## config.mk

```make
export PLATFORM = sky130hd
export DESIGN_NAME = mem_arbiter_flat
export DESIGN_NICKNAME = d
export VERILOG_FILES = /design/src/rtl/mem_arbiter_pkg.sv /design/src/rtl/mem_arbiter_if.sv /design/src/rtl/mem_arb_streak.sv /design/src/rtl/mem_arbiter.sv /design/src/flat_wrapper.sv
export SDC_FILE = /design/constraint.sdc
export NUM_CORES = 1
export LEC_CHECK = 0
export CAP_MARGIN = 20
export CORE_AREA = 2 2 159 161
export DETAILED_ROUTE_END_ITERATION = 8
export DIE_AREA = 0 0 161 163
export PLACE_DENSITY = 0.63
export SYNTH_ARGS = -nofsm -noshare
export SYNTH_HDL_FRONTEND = slang
export SYNTH_SLANG_ARGS = --single-unit
```

## constraint.sdc

```tcl
create_clock -name clk -period 2.5 [get_ports clk]
set_clock_uncertainty 0.05 [all_clocks]
set_input_delay 0.25 -clock clk [delete_from_list [all_inputs] [get_ports clk]]
set_output_delay 0.25 -clock clk [all_outputs]
set_load 0.01 [all_outputs]
```

## src/rtl/mem_arbiter_pkg.sv

```systemverilog
// Shared types and defaults for the instruction/data memory bus arbiter.
package mem_arbiter_pkg;

   typedef logic [63:0] word_t;
   typedef logic [7:0]  strobe_t;

   typedef enum logic [1:0] {
      IDLE   = 2'd0,
      I_BUSY = 2'd1,
      D_BUSY = 2'd2
   } arb_state_t;

   localparam int unsigned DEF_MAX_DSTREAK = 4;

endpackage

```

## src/rtl/mem_arbiter_if.sv

```systemverilog
// Core-side fetch/data ports and unified memory bus, bundled for the arbiter.
interface mem_arbiter_if;
   import mem_arbiter_pkg::*;

   logic          i_valid;
   logic [31:0]   i_addr;
   logic          i_ready;
   logic [31:0]   i_rdata;

   logic          d_valid;
   logic [31:0]   d_addr;
   logic          d_write;
   word_t         d_wdata;
   strobe_t       d_strobe;
   logic          d_ready;
   word_t         d_rdata;

   logic          m_valid;
   logic [31:0]   m_addr;
   logic          m_write;
   word_t         m_wdata;
   strobe_t       m_strobe;
   logic          m_ready;
   word_t         m_rdata;

   // master: the arbiter itself
   modport master (
      input  i_valid, i_addr, d_valid, d_addr, d_write, d_wdata, d_strobe,
             m_ready, m_rdata,
      output i_ready, i_rdata, d_ready, d_rdata,
             m_valid, m_addr, m_write, m_wdata, m_strobe
   );

   // slave: core requesters plus memory
   modport slave (
      output i_valid, i_addr, d_valid, d_addr, d_write, d_wdata, d_strobe,
             m_ready, m_rdata,
      input  i_ready, i_rdata, d_ready, d_rdata,
             m_valid, m_addr, m_write, m_wdata, m_strobe
   );

endinterface

```

## src/rtl/mem_arb_streak.sv

```systemverilog
// Saturating count of consecutive data grants made while a fetch was waiting.
module mem_arb_streak
   import mem_arbiter_pkg::*;
#(
   parameter int unsigned MAX_DSTREAK = DEF_MAX_DSTREAK
) (
   input  logic       clk,
   input  logic       reset,
   input  logic       d_grant,
   input  logic       i_grant,
   input  logic       i_valid,
   output logic [3:0] streak,
   output logic       force_fetch
);

   localparam logic [3:0] STREAK_MAX = 4'(MAX_DSTREAK);

   always_ff @(posedge clk) begin
      if (!reset) begin
         streak <= '0;
      end else if (i_grant) begin
         streak <= '0;
      end else if (d_grant) begin
         if (!i_valid)
            streak <= '0;
         else if (streak < STREAK_MAX)
            streak <= streak + 4'd1;
      end
   end

   assign force_fetch = (streak == STREAK_MAX);

endmodule

```

## src/rtl/mem_arbiter.sv

```systemverilog
// Single-outstanding arbiter: data port wins, fetch forced after a data streak.
module mem_arbiter
   import mem_arbiter_pkg::*;
#(
   parameter int unsigned MAX_DSTREAK = DEF_MAX_DSTREAK
) (
   input  logic          clk,
   input  logic          reset,
   mem_arbiter_if.master bus
);

   arb_state_t  state, state_nxt;
   logic        i_grant, d_grant, force_fetch;
   logic [3:0]  streak;
   logic [31:0] addr_q;
   logic        write_q;
   word_t       wdata_q;
   strobe_t     strobe_q;

   mem_arb_streak #(.MAX_DSTREAK(MAX_DSTREAK)) u_streak (
      .clk         (clk),
      .reset       (reset),
      .d_grant     (d_grant),
      .i_grant     (i_grant),
      .i_valid     (bus.i_valid),
      .streak      (streak),
      .force_fetch (force_fetch)
   );

   always_ff @(posedge clk) begin
      if (!reset)
         state <= IDLE;
      else
         state <= state_nxt;
   end

   always_comb begin
      state_nxt = state;
      i_grant   = 1'b0;
      d_grant   = 1'b0;
      unique case (state)
         IDLE: begin
            if (bus.d_valid && !(bus.i_valid && force_fetch)) begin
               d_grant   = 1'b1;
               state_nxt = D_BUSY;
            end else if (bus.i_valid) begin
               i_grant   = 1'b1;
               state_nxt = I_BUSY;
            end
         end
         I_BUSY, D_BUSY: begin
            if (bus.m_ready)
               state_nxt = IDLE;
         end
         default: state_nxt = IDLE;
      endcase
   end

   // Bus fields are captured only at grant so they stay frozen for the whole access.
   always_ff @(posedge clk) begin
      if (!reset) begin
         addr_q   <= '0;
         write_q  <= 1'b0;
         wdata_q  <= '0;
         strobe_q <= '0;
      end else if (d_grant) begin
         addr_q   <= bus.d_addr;
         write_q  <= bus.d_write;
         wdata_q  <= bus.d_wdata;
         strobe_q <= bus.d_strobe;
      end else if (i_grant) begin
         addr_q   <= bus.i_addr;
         write_q  <= 1'b0;
         wdata_q  <= '0;
         strobe_q <= '0;
      end
   end

   assign bus.m_valid  = (state != IDLE);
   assign bus.m_addr   = addr_q;
   assign bus.m_write  = write_q;
   assign bus.m_wdata  = wdata_q;
   assign bus.m_strobe = strobe_q;

   assign bus.i_ready  = (state == I_BUSY) && bus.m_ready;
   assign bus.d_ready  = (state == D_BUSY) && bus.m_ready;
   assign bus.i_rdata  = bus.m_rdata[31:0];
   assign bus.d_rdata  = bus.m_rdata;

endmodule

```

## src/flat_wrapper.sv

```systemverilog
// flat-port wrapper written by rule: the top's interface ports become plain ports
module mem_arbiter_flat import mem_arbiter_pkg::*;
#(
   parameter int unsigned MAX_DSTREAK = DEF_MAX_DSTREAK
)
  (clk, reset, bus_i_valid, bus_i_addr, bus_d_valid, bus_d_addr, bus_d_write, bus_d_wdata, bus_d_strobe, bus_m_ready, bus_m_rdata, bus_i_ready, bus_i_rdata, bus_d_ready, bus_d_rdata, bus_m_valid, bus_m_addr, bus_m_write, bus_m_wdata, bus_m_strobe);
  mem_arbiter_if bus_i ();
  input  logic clk;
  input  logic reset;
  input wire logic [$bits(bus_i.i_valid)-1:0] bus_i_valid;
  input wire logic [$bits(bus_i.i_addr)-1:0] bus_i_addr;
  input wire logic [$bits(bus_i.d_valid)-1:0] bus_d_valid;
  input wire logic [$bits(bus_i.d_addr)-1:0] bus_d_addr;
  input wire logic [$bits(bus_i.d_write)-1:0] bus_d_write;
  input wire logic [$bits(bus_i.d_wdata)-1:0] bus_d_wdata;
  input wire logic [$bits(bus_i.d_strobe)-1:0] bus_d_strobe;
  input wire logic [$bits(bus_i.m_ready)-1:0] bus_m_ready;
  input wire logic [$bits(bus_i.m_rdata)-1:0] bus_m_rdata;
  output wire logic [$bits(bus_i.i_ready)-1:0] bus_i_ready;
  output wire logic [$bits(bus_i.i_rdata)-1:0] bus_i_rdata;
  output wire logic [$bits(bus_i.d_ready)-1:0] bus_d_ready;
  output wire logic [$bits(bus_i.d_rdata)-1:0] bus_d_rdata;
  output wire logic [$bits(bus_i.m_valid)-1:0] bus_m_valid;
  output wire logic [$bits(bus_i.m_addr)-1:0] bus_m_addr;
  output wire logic [$bits(bus_i.m_write)-1:0] bus_m_write;
  output wire logic [$bits(bus_i.m_wdata)-1:0] bus_m_wdata;
  output wire logic [$bits(bus_i.m_strobe)-1:0] bus_m_strobe;
  assign bus_i.i_valid = bus_i_valid;
  assign bus_i.i_addr = bus_i_addr;
  assign bus_i.d_valid = bus_d_valid;
  assign bus_i.d_addr = bus_d_addr;
  assign bus_i.d_write = bus_d_write;
  assign bus_i.d_wdata = bus_d_wdata;
  assign bus_i.d_strobe = bus_d_strobe;
  assign bus_i.m_ready = bus_m_ready;
  assign bus_i.m_rdata = bus_m_rdata;
  assign bus_i_ready = bus_i.i_ready;
  assign bus_i_rdata = bus_i.i_rdata;
  assign bus_d_ready = bus_i.d_ready;
  assign bus_d_rdata = bus_i.d_rdata;
  assign bus_m_valid = bus_i.m_valid;
  assign bus_m_addr = bus_i.m_addr;
  assign bus_m_write = bus_i.m_write;
  assign bus_m_wdata = bus_i.m_wdata;
  assign bus_m_strobe = bus_i.m_strobe;
  mem_arbiter #(.MAX_DSTREAK(MAX_DSTREAK)) u_core (.clk(clk), .reset(reset), .bus(bus_i));
endmodule
```

# Yosys cells after proc, flatten, opt, wreduce, memory -nomap -nowiden

Cells that the tools add are included.

Memory bits (writable): 0
Memories: 0
Register bits after elaboration: 111
Input port bits: 206
Latch bits: 0
Bits in read-only memories: 0
Output and inout bits: 204
Word-level logic and storage cells: 46

Shift-type cells: 0
Multipliers: 0
Multiplexer cells: 19
Eq/ne operators: 6
Divide/modulo/power cells: 0
Order comparisons: 1
Reductions and logical operators: 12
Bitwise logic cells: 1
Add/subtract/negate cells: 1

Operators by type and width:

| operator            | count |
|---|---|
| $mux 64             | 2 |
| $mux 32             | 2 |
| $mux 8              | 2 |
| $mux 4              | 2 |
| $mux 1              | 7 |
| $mux 2              | 3 |
| $add 4x1->4 const B | 1 |
| $eq 4x3->1 const B  | 1 |
| $logic_and 1x1->1   | 4 |
| $lt 4x3->1 const B  | 1 |
| $pmux 2 s2          | 1 |
| $reduce_and 2->1    | 2 |
| $reduce_bool 2->1   | 2 |
| $reduce_or 2->1     | 2 |
| $ne 3x2->1 const B  | 1 |
| $eq 2x1->1 const B  | 1 |
| $eq 2x2->1 const B  | 1 |
| $logic_not 2->1     | 1 |
| $ne 2x1->1 const B  | 1 |
| $ne 2x2->1 const B  | 1 |
| $logic_not 1->1     | 1 |
| $not 1->1           | 1 |

# Longest topological paths before layout

Word-level depth: 8
Gate-level depth with buffers: 8
Gate-level depth less buffers: 5

# Cells and area by module

From an unflattened synthesis, not the netlist that was laid out.

Cells, all modules: 578
Area total of the unflattened synthesis: 5439.0 um^2

Modules (own cells, without submodules):

| module         | cells an instance | area an instance (um^2) | times used |
|---|---|---|---|
| mem_arbiter    | 557               | 5237.5                  | 1 |
| mem_arb_streak | 21                | 201.4                   | 1 |

# Least setup slack after synthesis

OpenSTA, ideal clock, no wires.

Path type: flip-flop to flip-flop
Start: register u_core.state[0]
End: register u_core.wdata_q[0] (netlist: u_core.bus.m_wdata[0])
Clock period less this slack: 1.659 ns
Setup slack: 0.841 ns
Arrival time: 1.481 ns
Setup time: 0.128 ns
Stages on the path, launching flop included: 9
Cell sequence: dfxtp_1 inv_1 ha_1 and2_1 buf_4 buf_4 buf_4 a32oi_1 nor2_1

Cells in the longest elaborated chain, start to end: 3
Elaborated cells on any way between the ends: 5
Those cells by class: mux (3); reduce/logical (2)

RTL lines:

| element                                      | line              | source |
|---|---|---|
| start, declared                              | mem_arbiter.sv:12 | `arb_state_t state, state_nxt;` |
| start signal, assigned                       | mem_arbiter.sv:34 | `state <= state_nxt;` |
| $logic_not 2->1 (*)                          | mem_arbiter.sv:41 | `unique case (state)` |
| $mux 1                                       | mem_arbiter.sv:41 |  |
| $mux 64 or $reduce_bool 2->1 (tied branches) | n/a               |  |
| end signal, assigned                         | mem_arbiter.sv:69 | `wdata_q <= bus.d_wdata;` |
| end, declared                                | mem_arbiter.sv:17 | `word_t wdata_q;` |

Mark *: on every way between the ends. The rest lies on a longest branch, timed or not.
A chain may end at the register's enable or synchronous reset.

# Final worst setup path

Start: register u_core.state[0]
End: output port bus_m_valid

Cells in the longest elaborated chain, start to end: 1

RTL lines:

| element           | line               | source |
|---|---|---|
| $reduce_bool 2->1 | mem_arbiter.sv:79  | `assign bus.m_valid = (state != IDLE);` |
| end, declared     | flat_wrapper.sv:23 | `output wire logic [$bits(bus_i.m_valid)-1:0] bus_m_valid;` |

Every way passes these cells.

==> flow_results.xml <==
<?xml version="1.0" encoding="UTF-8"?>
<metrics>
  <group name="finish">
    <metric name="drive_above_1_share" unit="%">4.80</metric>
    <metric name="most_frequent_cells_in_the_layout" unit="">249 x clkdlybuf4s50_1, 111 x dfxtp_1, 75 x nor2_1</metric>
    <metric name="insertedDiodeCount" unit="">0</metric>
    <metric name="finalNetCount" unit="">914</metric>
    <metric name="final_area" unit="um^2">7500</metric>
    <metric name="layout.filler_cells" unit="">2617</metric>
    <metric name="postLayoutCoreUtil" unit="%">30.4</metric>
    <metric name="layout.cells.most_common" unit="">clkdlybuf4s50_1</metric>
    <metric name="syn2layout_area_growth" unit="%">46.7</metric>
    <metric name="finish.cell_count_without_fillers" unit="">1038</metric>
  </group>
  <group name="drt">
    <metric name="first_iter_violations" unit="">305</metric>
    <metric name="vias" unit="">4894</metric>
    <metric name="route.final.wire_length" unit="um">21300</metric>
    <metric name="drc" unit="">0</metric>
    <metric name="first_pass_iters" unit="">4</metric>
    <metric name="viasPerCell" unit="">4.71</metric>
    <metric name="drt.antenna.violating_nets" unit="">0</metric>
    <metric name="wl_per_cell" unit="um">20.5</metric>
  </group>
  <group name="synth">
    <metric name="synth.yosys.seq_area_share" unit="%">43.5</metric>
    <metric name="ys_seq_elements" unit="">111</metric>
    <metric name="synth.avg_cell_area" unit="um^2">8.81</metric>
    <metric name="synth_fp_nets" unit="">791</metric>
    <metric name="synth-warning-count" unit="">0</metric>
    <metric name="post_synth_num_cell_types" unit="">29</metric>
    <metric name="synth_cells" unit="">580</metric>
    <metric name="synthesis.area" unit="um^2">5110</metric>
  </group>
  <group name="critical_path">
    <metric name="longest_individual_stage_delay_on_the_worst_path" unit="ps">560</metric>
    <metric name="worstPathArrival" unit="ps">1770</metric>
    <metric name="setup.worst_path.end_class" unit="">output port</metric>
    <metric name="worstSetupPathType" unit="">reg -&gt; out</metric>
    <metric name="worst_setup_path_start_kind" unit="">flip-flop</metric>
    <metric name="r2r_setup_slack" unit="ps">610</metric>
    <metric name="rr_worst_depth" unit="">6</metric>
    <metric name="worstPathCellList" unit="">inv_1 &gt; ha_1 &gt; inv_1 &gt; clkdlybuf4s50_1</metric>
    <metric name="critical_path.reg2reg.endpoint" unit="">u_core.bus.m_wdata[19]$_SDFFE_PN0P_</metric>
    <metric name="crit_path_frequent_cell" unit="">inv_1</metric>
    <metric name="timing.rr.start" unit="">u_core.u_streak.streak[0]$_SDFFE_PP0P_</metric>
    <metric name="critPathRequiredTime" unit="ps">2200</metric>
    <metric name="critical_path.slowest_cell" unit="">clkdlybuf4s50_1</metric>
    <metric name="cp_max_fo" unit="">7</metric>
    <metric name="setup.worst_path.start" unit="">u_core.state[0]$_SDFFE_PN0P_</metric>
  </group>
  <group name="timing">
    <metric name="tightestPinTransition" unit="ps">413</metric>
    <metric name="finalHoldViolations" unit="">0</metric>
    <metric name="final.setup.tns" unit="ps">0</metric>
    <metric name="finalSetupViolations" unit="">0</metric>
    <metric name="worst_slack" unit="ps">430</metric>
    <metric name="slew_headroom" unit="%">72.2</metric>
    <metric name="fmaxAchievable" unit="MHz">483</metric>
    <metric name="final_max_slew_viol_count" unit="">0</metric>
    <metric name="hold-worst-slack" unit="ps">408</metric>
    <metric name="rsz0062_at_grt" unit="">false</metric>
    <metric name="min_period_over_period" unit="%">82.8</metric>
    <metric name="final.min_clock_period" unit="ps">2070</metric>
  </group>
  <group name="global_route">
    <metric name="initial_antenna_violation_count" unit="">0</metric>
    <metric name="grt_first_pass_wirelength" unit="um">30300</metric>
    <metric name="grt.total_usage" unit="%">15.2</metric>
    <metric name="globalRoute.totalOverflow" unit="">0</metric>
    <metric name="grt_pass1_vias" unit="">4719</metric>
    <metric name="maximum_number_of_pins_on_one_net_before_global_route_repair" unit="">76</metric>
  </group>
  <group name="cts">
    <metric name="post_cts_buffers" unit="">0</metric>
    <metric name="htreeDepth" unit="">3</metric>
    <metric name="cts.clk_slew.worst_paths" unit="ps">80</metric>
    <metric name="clock_insertion_delay_worst_skew" unit="ps">350</metric>
    <metric name="cts_root_buffer" unit="">clkbuf_16</metric>
    <metric name="cts.repair.resized" unit="">0</metric>
    <metric name="cts_inserted_buffers" unit="">9</metric>
    <metric name="clock_tree_from_tritoncts" unit="">yes</metric>
    <metric name="clockBufferDepth" unit="">2</metric>
    <metric name="cts.hold.buffers_added" unit="">0</metric>
    <metric name="clock_sinks" unit="">111</metric>
  </group>
  <group name="worst_hold_path">
    <metric name="min_delay_path_depth" unit="">3</metric>
    <metric name="hold-path-endpoint" unit="">u_core.bus.m_addr[9]$_SDFFE_PN0P_</metric>
    <metric name="timing.hold.worst.start" unit="">bus_i_addr[9]</metric>
    <metric name="hold_class" unit="">in -&gt; reg</metric>
  </group>
  <group name="die">
    <metric name="boundaryPins" unit="">410</metric>
    <metric name="floorplan.initialDensity" unit="%">20.7</metric>
    <metric name="core_area" unit="um^2">24700</metric>
    <metric name="die_h" unit="um">163</metric>
    <metric name="die_w" unit="um">161</metric>
    <metric name="std_cell_rows" unit="">58</metric>
    <metric name="floorplan.die_area" unit="um^2">26200</metric>
  </group>
  <group name="pwr">
    <metric name="power.total" unit="mW">4.79</metric>
    <metric name="pwr_density_cell" unit="nW/um^2">639</metric>
    <metric name="leakagePower" unit="nW">2.59</metric>
    <metric name="max-vdd-ir-drop" unit="mV">0.253</metric>
  </group>
  <group name="placement">
    <metric name="finalWeightedCongestion" unit="">0.764</metric>
    <metric name="post-dp-hpwl" unit="um">15100</metric>
    <metric name="place_ws" unit="ps">385</metric>
    <metric name="portBuffers" unit="">249</metric>
    <metric name="post-place-cells" unit="">1022</metric>
    <metric name="placed_cell_area" unit="um^2">7190</metric>
  </group>
  <group name="status">
    <metric name="outcome" unit="">completed</metric>
  </group>
  <group name="flow_run">
    <metric name="max_cap_viol_count" unit="">0</metric>
  </group>
</metrics>
## per-layer routing
layer  GRT usage [%]  vias up  routed length [um]
li1                -     2260                   -
met1            15.9     2325                7740
met2            27.0      280               10700
met3            6.57       29                2180
met4            5.60        0                 614
met5           0.379        -                   0
## state kept, by name (all words and copies together), names as in the netlist
signal,flops
u_core.bus.m_wdata,64
u_core.bus.m_write,1
u_core.state,2
u_core.u_streak.streak,4
u_core.bus.m_strobe,8
u_core.bus.m_addr,32
## Yosys cell counts, drive strengths merged
master    n  area, um^2
inv       7        26.3
nor4      1        6.26
nor3      1        5.00
a21o      2        15.0
nand3b    1        7.51
nand3     1        5.00
nand4b    1        23.8
a21oi    35         175
or3b      1        8.76
buf     126         893
clkbuf   25        95.1
a32oi    73         639
and2      3        18.8
a211oi    3        22.5
and4b     1        10.0
o21a      2        15.0
nand4     2        12.5
o21ai    68         344
dfxtp   111        2220
nand2     2        7.51
ha        5        62.6
nor2     75         282
nand2b    1        6.26
a31oi    33         206
## cells by family (layout without fill, tap and decap cells)
kind of cell	Yosys count	count (layout)	synth area share, %
fa+ha+maj	5	5	1.22
compound gates	216	216	27.7
simple gates	90	90	7.69
flops	111	111	43.5
buf+inv	158	286	19.9
## critical path, delay by kind of cell, from the launching register on
family / cells / cell delay, ps
adder cells (fa/ha/maj): 1 / 310
buffers and inverters: 3 / 760
flip-flops: 1 / 360
## layout make-up
type	count	area [um^2]	share of cell area, %
repair buffers	263	2650	35.3
clock buffers	9	225	3.00
flip-flops and latches	111	2220	29.6
clock inverters	7	81.3	1.08
multi-input cells	311	1880	25.1
well taps	330	413	5.51
inverters	7	26.3	0.350
## how the worst max path moves through the flow
stage                                    endpoint  slack (ps)  cells past startpoint
2_1_floorplan  u_core.bus.m_wdata[0]$_SDFFE_PN0P_         840                      8
3_3_place_gp   u_core.bus.m_addr[30]$_SDFFE_PN0P_         400                      6
3_5_place_dp   u_core.bus.m_addr[31]$_SDFFE_PN0P_         390                      6
4_1_cts                               bus_m_valid         410                      4
5_1_grt                               bus_m_valid         330                      4
6_report                              bus_m_valid         430                      4
## report_power, final
group	leakage (nW)	switching [mW]	internal (mW)
clock network	0.145	0.729	0.794
logic	1.53	0.593	0.661
registers	0.914	0.0848	1.93
total	2.59	1.41	3.38
Power figures use the tool's default switching activity.
